===== config.mk =====
export PLATFORM = sky130hd
export DESIGN_NAME = lives_manager
export DESIGN_NICKNAME = d
export VERILOG_FILES = /design/src/rtl/lives_pkg.sv /design/src/rtl/lives_manager_rise_detect.sv /design/src/rtl/lives_manager.sv
export SDC_FILE = /design/constraint.sdc
export NUM_CORES = 1
export LEC_CHECK = 0
export CAP_MARGIN = 40
export CORE_AREA = 10 10 47 49
export DETAILED_ROUTE_END_ITERATION = 7
export DIE_AREA = 0 0 57 59
export PLACE_DENSITY = 0.7
export SLEW_MARGIN = 20
export SYNTH_ARGS = -nofsm -noshare
export SYNTH_HDL_FRONTEND = slang
export SYNTH_SLANG_ARGS = --single-unit

===== constraint.sdc =====
create_clock -name clk -period 2.2 [get_ports clk]
set_clock_uncertainty 0.2 [all_clocks]
set_input_delay 0.55 -clock clk [delete_from_list [all_inputs] [get_ports clk]]
set_output_delay 0.55 -clock clk [all_outputs]
set_load 0.02 [all_outputs]

===== src/rtl/lives_pkg.sv =====
// lives_pkg: state encoding and small helpers shared by the lives manager
// slice. The grace window is compiled in only when LIVES_GRACE_EN is defined
// (see lives_manager.sv); the enum always carries S_GRACE so the debug
// encoding is identical in both builds.
package lives_pkg;

  typedef enum logic [2:0] {
    S_IDLE  = 3'd0,
    S_ARM   = 3'd1,
    S_RUN   = 3'd2,
    S_GRACE = 3'd3,
    S_OVER  = 3'd4
  } lives_state_e;

  // Increment that sticks at the ceiling instead of wrapping.
  function automatic int unsigned sat_inc(input int unsigned cur,
                                          input int unsigned ceil);
    return (cur >= ceil) ? ceil : cur + 1;
  endfunction

endpackage


===== src/rtl/lives_manager_rise_detect.sv =====
// rise_detect: one-clock strobe on a 0->1 transition of a level input,
// judged against the value sampled on the previous clock. A level held high
// produces exactly one strobe.
module rise_detect (
  input  logic clk,
  input  logic resetN,
  input  logic sig,
  output logic rise
);

  logic prev_q;

  // History register: last clock's value of the watched input.
  always_ff @(posedge clk or negedge resetN) begin
    if (!resetN) prev_q <= 1'b0;
    else         prev_q <= sig;
  end

  assign rise = sig & ~prev_q;

endmodule


===== src/rtl/lives_manager.sv =====
// lives_manager: tracks the player's lives for a game round.
//   S_IDLE -> S_ARM on startN low, S_ARM -> S_RUN on startN release (lives
//   loaded), collisions remove a life, bonuses add one (saturating), the
//   round ends in S_OVER when the count reaches zero.
// Optional feature macro: LIVES_GRACE_EN. When defined, a non-fatal hit
// enters S_GRACE for GRACE_CYCLES clocks during which collisions are ignored
// and invulnerable is high. When undefined, hits stay in S_RUN and
// invulnerable is tied low.
// Handshake note: there is no valid/ready traffic here; collision and bonus
// are level inputs whose rising edges are the events, and startN is a
// level-sensitive active-low button.
// All functional outputs are registered; dbg_state mirrors the state
// register for observation.
module lives_manager
  import lives_pkg::*;
#(
  parameter int unsigned MAX_LIVES    = 5,
  parameter int unsigned INIT_LIVES   = 3,
  parameter int unsigned GRACE_CYCLES = 32,
  localparam int unsigned LIVES_W     = $clog2(MAX_LIVES + 1)
) (
  input  logic               clk,
  input  logic               resetN,
  input  logic               startN,
  input  logic               collision,
  input  logic               bonus,
  output logic [LIVES_W-1:0] livesNum,
  output logic               lifeLost,
  output logic               invulnerable,
  output logic               gameOver,
  output lives_state_e       dbg_state
);

  // Reject parameter sets outside the legal ranges at elaboration.
  if (MAX_LIVES < 1 || MAX_LIVES > 15 || INIT_LIVES < 1 ||
      INIT_LIVES > MAX_LIVES || GRACE_CYCLES < 1) begin : g_bad_params
    $error("lives_manager: illegal MAX_LIVES/INIT_LIVES/GRACE_CYCLES");
  end

  lives_state_e        state_q, state_d;
  logic [LIVES_W-1:0]  lives_q, lives_d;
  logic                life_lost_q, life_lost_d;
  logic                over_q;
  logic                col_rise, bon_rise;

  rise_detect u_col_rise (
    .clk    (clk),
    .resetN (resetN),
    .sig    (collision),
    .rise   (col_rise)
  );

  rise_detect u_bon_rise (
    .clk    (clk),
    .resetN (resetN),
    .sig    (bonus),
    .rise   (bon_rise)
  );

`ifdef LIVES_GRACE_EN
  localparam int unsigned TIMER_W = (GRACE_CYCLES > 1) ? $clog2(GRACE_CYCLES) : 1;
  localparam logic [TIMER_W-1:0] TIMER_LOAD = TIMER_W'(GRACE_CYCLES - 1);

  logic [TIMER_W-1:0]  timer_q, timer_d;
  logic                invul_q;
`endif

  // Next-state, next-count and pulse decode.
  always_comb begin
    state_d     = state_q;
    lives_d     = lives_q;
    life_lost_d = 1'b0;
`ifdef LIVES_GRACE_EN
    timer_d     = timer_q;
`endif
    case (state_q)
      S_IDLE: begin
        lives_d = '0;
        if (!startN) state_d = S_ARM;
      end
      S_ARM: begin
        if (startN) begin
          state_d = S_RUN;
          lives_d = LIVES_W'(INIT_LIVES);
        end
      end
      S_RUN: begin
        if (col_rise) begin
          life_lost_d = 1'b1;
          // A bonus on the same clock cancels the lost life.
          if (!bon_rise) lives_d = lives_q - 1'b1;
          if (!bon_rise && lives_q == LIVES_W'(1)) begin
            state_d = S_OVER;
          end else begin
`ifdef LIVES_GRACE_EN
            state_d = S_GRACE;
            timer_d = TIMER_LOAD;
`else
            state_d = S_RUN;
`endif
          end
        end else if (bon_rise) begin
          lives_d = LIVES_W'(sat_inc(32'(lives_q), MAX_LIVES));
        end
      end
`ifdef LIVES_GRACE_EN
      S_GRACE: begin
        if (bon_rise) lives_d = LIVES_W'(sat_inc(32'(lives_q), MAX_LIVES));
        if (timer_q == '0) state_d = S_RUN;
        else               timer_d = timer_q - 1'b1;
      end
`endif
      S_OVER: begin
        lives_d = '0;
        if (!startN) state_d = S_ARM;
      end
      default: begin
        state_d = S_IDLE;
        lives_d = '0;
      end
    endcase
  end

  // State, count and registered status outputs.
  always_ff @(posedge clk or negedge resetN) begin
    if (!resetN) begin
      state_q     <= S_IDLE;
      lives_q     <= '0;
      life_lost_q <= 1'b0;
      over_q      <= 1'b0;
    end else begin
      state_q     <= state_d;
      lives_q     <= lives_d;
      life_lost_q <= life_lost_d;
      over_q      <= (state_d == S_OVER);
    end
  end

`ifdef LIVES_GRACE_EN
  // Grace timer and the invulnerability flag that follows S_GRACE.
  always_ff @(posedge clk or negedge resetN) begin
    if (!resetN) begin
      timer_q <= '0;
      invul_q <= 1'b0;
    end else begin
      timer_q <= timer_d;
      invul_q <= (state_d == S_GRACE);
    end
  end

  assign invulnerable = invul_q;
`else
  assign invulnerable = 1'b0;
`endif

  assign livesNum  = lives_q;
  assign lifeLost  = life_lost_q;
  assign gameOver  = over_q;
  assign dbg_state = state_q;

endmodule


==> results by group <==
Outcome
  • Outcome: finished, final reports clean

Drt
  • Vias/cell: 5.49
  • Router iterations before antenna repair: 4
  • WL final: 1270 µm
  • DRT iter0 DRCs: 10
  • DRT antenna net count: 0
  • Routed WL per cell: 14.4 µm
  • DR vias: 483
  • Drt drc: 0

Power and ir drop
  • Internal power: 0.512 mW
  • Clock share of power: 20.0%
  • Sequential power share: 35.6%
  • Switch share: 38.7%
  • Sw power: 0.323 mW
  • Proportion of power drawn by combinational gates: 44.5%
  • Leakage: 0.343 nW
  • Worst ir drop on vdd: 0.561 mV
  • Power per cell area: 1130 nW/µm²

Die
  • DIE WIDTH: 57 µm
  • Row cnt: 14
  • Initial core utilization: 39.8%
  • Die ar.: 3360 µm²
  • Core ar.: 1400 µm²
  • Chip height: 59 µm
  • I/O Pins: 14

Logic synthesis
  • Synth unique cells: 28
  • Synth Net Count: 64
  • Share of the synthesized area in the top cell type: 44.8%
  • Cell accounting for the most synthesized area: dfrtp_1
  • Sequential area share after synthesis: 44.8%
  • Cell count after synthesis: 56
  • Warnings, synthesis: 0
  • Dominant cells by area after synthesis: dfrtp_1 45%, ha_1 6.7%, a21oi_1 5.4%
  • Synth Cell Area: 558 µm²
  • Synthesis-stage register bit count: 10
  • Syn Area/Cell: 9.96 µm²

STA
  • Final setup vio count: 0
  • Maximum clock rate: 473 MHz
  • Final setup TNS: 0 ns
  • Setup ws final: 0.0856 ns
  • Post-layout min period: 2.11 ns
  • Final count of hold timing violations: 0
  • RSZ-0062 raised after global routing: false
  • Min Hold Slack: 0.332 ns
  • Final period utilization: 96.1%
  • Slew Viols, Final: 0

Clocking
  • Clock buffer count from CTS: 3
  • Worst-path clk slew: 0.07 ns
  • Clock Tree Buf Depth: 2
  • H-tree levels: 1
  • CTS Sinks: 10
  • Root buf cell: clkbuf_4
  • Clock latency at the later pin of the worst-skew pair: 0.27 ns
  • Clock tree from TritonCTS: done

Global routing
  • Vias in the first global route: 473
  • First-pass GRT wire length: 2170 µm
  • GRT Util Overall: 8.16%
  • Initial antenna violation count: 0
  • Largest net degree at the start of global routing: 11
  • Gr ovfl total: 0

Finish
  • Antenna Cells: 0
  • Final instance area: 742 µm²
  • Layout Cells excl Fill: 88
  • NumNets Final: 81
  • Area Growth Syn to Fin: 33.0%
  • Share of layout cells above drive strength 1: 15.3%

Critical path
  • Reg2reg start: livesNum[1]$_DFFE_PN0P_
  • Worst-path fanout max: 6
  • Startpoint Class: register
  • Worst Setup End Kind: output port
  • WP data required: 1.45 ns
  • Buf+Inv Stages, Crit Path: 1
  • Critical path origin: livesNum[1]$_DFFE_PN0P_
  • Slowest-stage cell, CP: clkdlybuf4s50_1
  • Slowest stage delay, CP: 0.65 ns
  • WP data arrival: 1.36 ns
  • Crit Path Class: register to output port
  • CP Cell Sequence: clkdlybuf4s50_1
  • Critical path's top delay family: buffers and inverters

Worst hold path
  • Hold Path Origin: dbg_state[2]$_DFF_PN0_
  • Hold Path Class: register to register

Job
  • Max Cap Violations: 0

Place
  • Total placed cells including tap cells: 84
  • Detailed placement HPWL: 991 µm
  • Placed inst area: 701 µm²
  • GPL Wtd Cong: 0.740
  • I/O Buffers: 12
  • Setup Slack @ Placement: 0.0286 ns
[layout by cell type (no fill, tap or decap), types with 2 or more instances in the layout]
master	synthesis	final
buf_4	1	2
dfrtp_1	10	10
a21oi_1	6	6
inv_1	3	3
clkbuf_4	0	3
dlymetal6s2s_1	0	2
nor3_1	2	2
nor2_1	3	3
a21oi_2	2	2
clkdlybuf4s50_1	0	10
or2b_1	2	2
nand2_1	3	3
a211oi_1	2	2
nand3_1	3	3
ha_1	3	3
[synthesized netlist by cell type]
cell type and n:
nor4b_1 1, and2b_1 1, o31ai_1 1, or2b_1 2
buf_4 1, conb_1 1, or3b_1 1, ha_1 3
nand2_1 3, nor3_1 2, nand2b_1 1, buf_2 1
nand3_1 3, a211oi_1 2, mux2i_1 1, nor2_1 3
a21oi_1 6, a2bb2oi_1 1, dfrtp_1 10, or3b_2 1
a311oi_1 1, nand3b_1 1, a21oi_2 2, inv_1 3
o32a_2 1, a21boi_0 1, o22a_2 1, nor2b_1 1
[power by group through the flow]
stage | logic, mW | clock network, mW | registers [mW]
2_1_floorplan | 0.195 | 0 | 0.336
3_3_place_gp | 0.368 | 0 | 0.299
3_5_place_dp | 0.376 | 0 | 0.300
4_1_cts | 0.379 | 0.169 | 0.297
5_1_grt | 0.404 | 0.177 | 0.309
6_report | 0.372 | 0.167 | 0.297
[through the flow]
| stage | power, mW | utilization [%] |
|---|---|---|
| finish | 0.835 | 52.9 |
| global route | 0.891 | 52.9 |
| CTS | 0.845 | 52.6 |
| detailed placement | 0.676 | 50.0 |
| global placement | 0.666 | 50.0 |
| floorplan | 0.531 | - |
[logic make-up after synthesis]
group	share of synthesized area (%)
simple gates	20.9
compound gates	20.9
other cells	0.672
buf+inv	4.26
fa+ha+maj	6.73
mux	1.79
flops	44.8
[sequential cells by signal, summed over array words and instances, names as in the netlist]
name and flops:
dbg_state 3, gameOver 1, lifeLost 1, livesNum 3, u_bon_rise.prev_q 1, u_col_rise.prev_q 1
[path summary, 6_finish.rpt]
kind                       depth (start not counted)  slack, ns                     endpoint
min                                                1       0.33       dbg_state[1]$_DFF_PN0_
min in group asynchronous                          1       0.39  u_bon_rise.prev_q$_DFF_PN0_
min reg2reg                                        1       0.33       dbg_state[1]$_DFF_PN0_
max in group asynchronous                          1       1.09           lifeLost$_DFF_PN0_
max reg2reg                                        6       0.37      livesNum[1]$_DFFE_PN0P_
max                                                1       0.09                  livesNum[1]
[layer usage]
metal  track usage (%)  up-vias  wire (µm)
li1                  -      229          -
met1              9.52      235        568
met2              11.9       12        589
met3              3.00        7         70
met4              6.04        0         42
met5                 0        -          0
[repair_timing]
action,4_1_cts,5_1_grt
endpoints found under the hold margin,0,0
gates resized for setup,0,2
hold buffers,0,0
setup buffers,0,0
endpoints found under the setup margin,0,2
[final cells by class]
cell class | count | area, µm²
inverters | 3 | 11.3
multi-input cells | 41 | 284
fillers | 143 | 659
well taps | 16 | 20.0
flip-flops and latches | 10 | 250
repair buffers | 14 | 140
clock buffers | 4 | 36.3
Note: power is estimated with default switching activity, not from simulation.
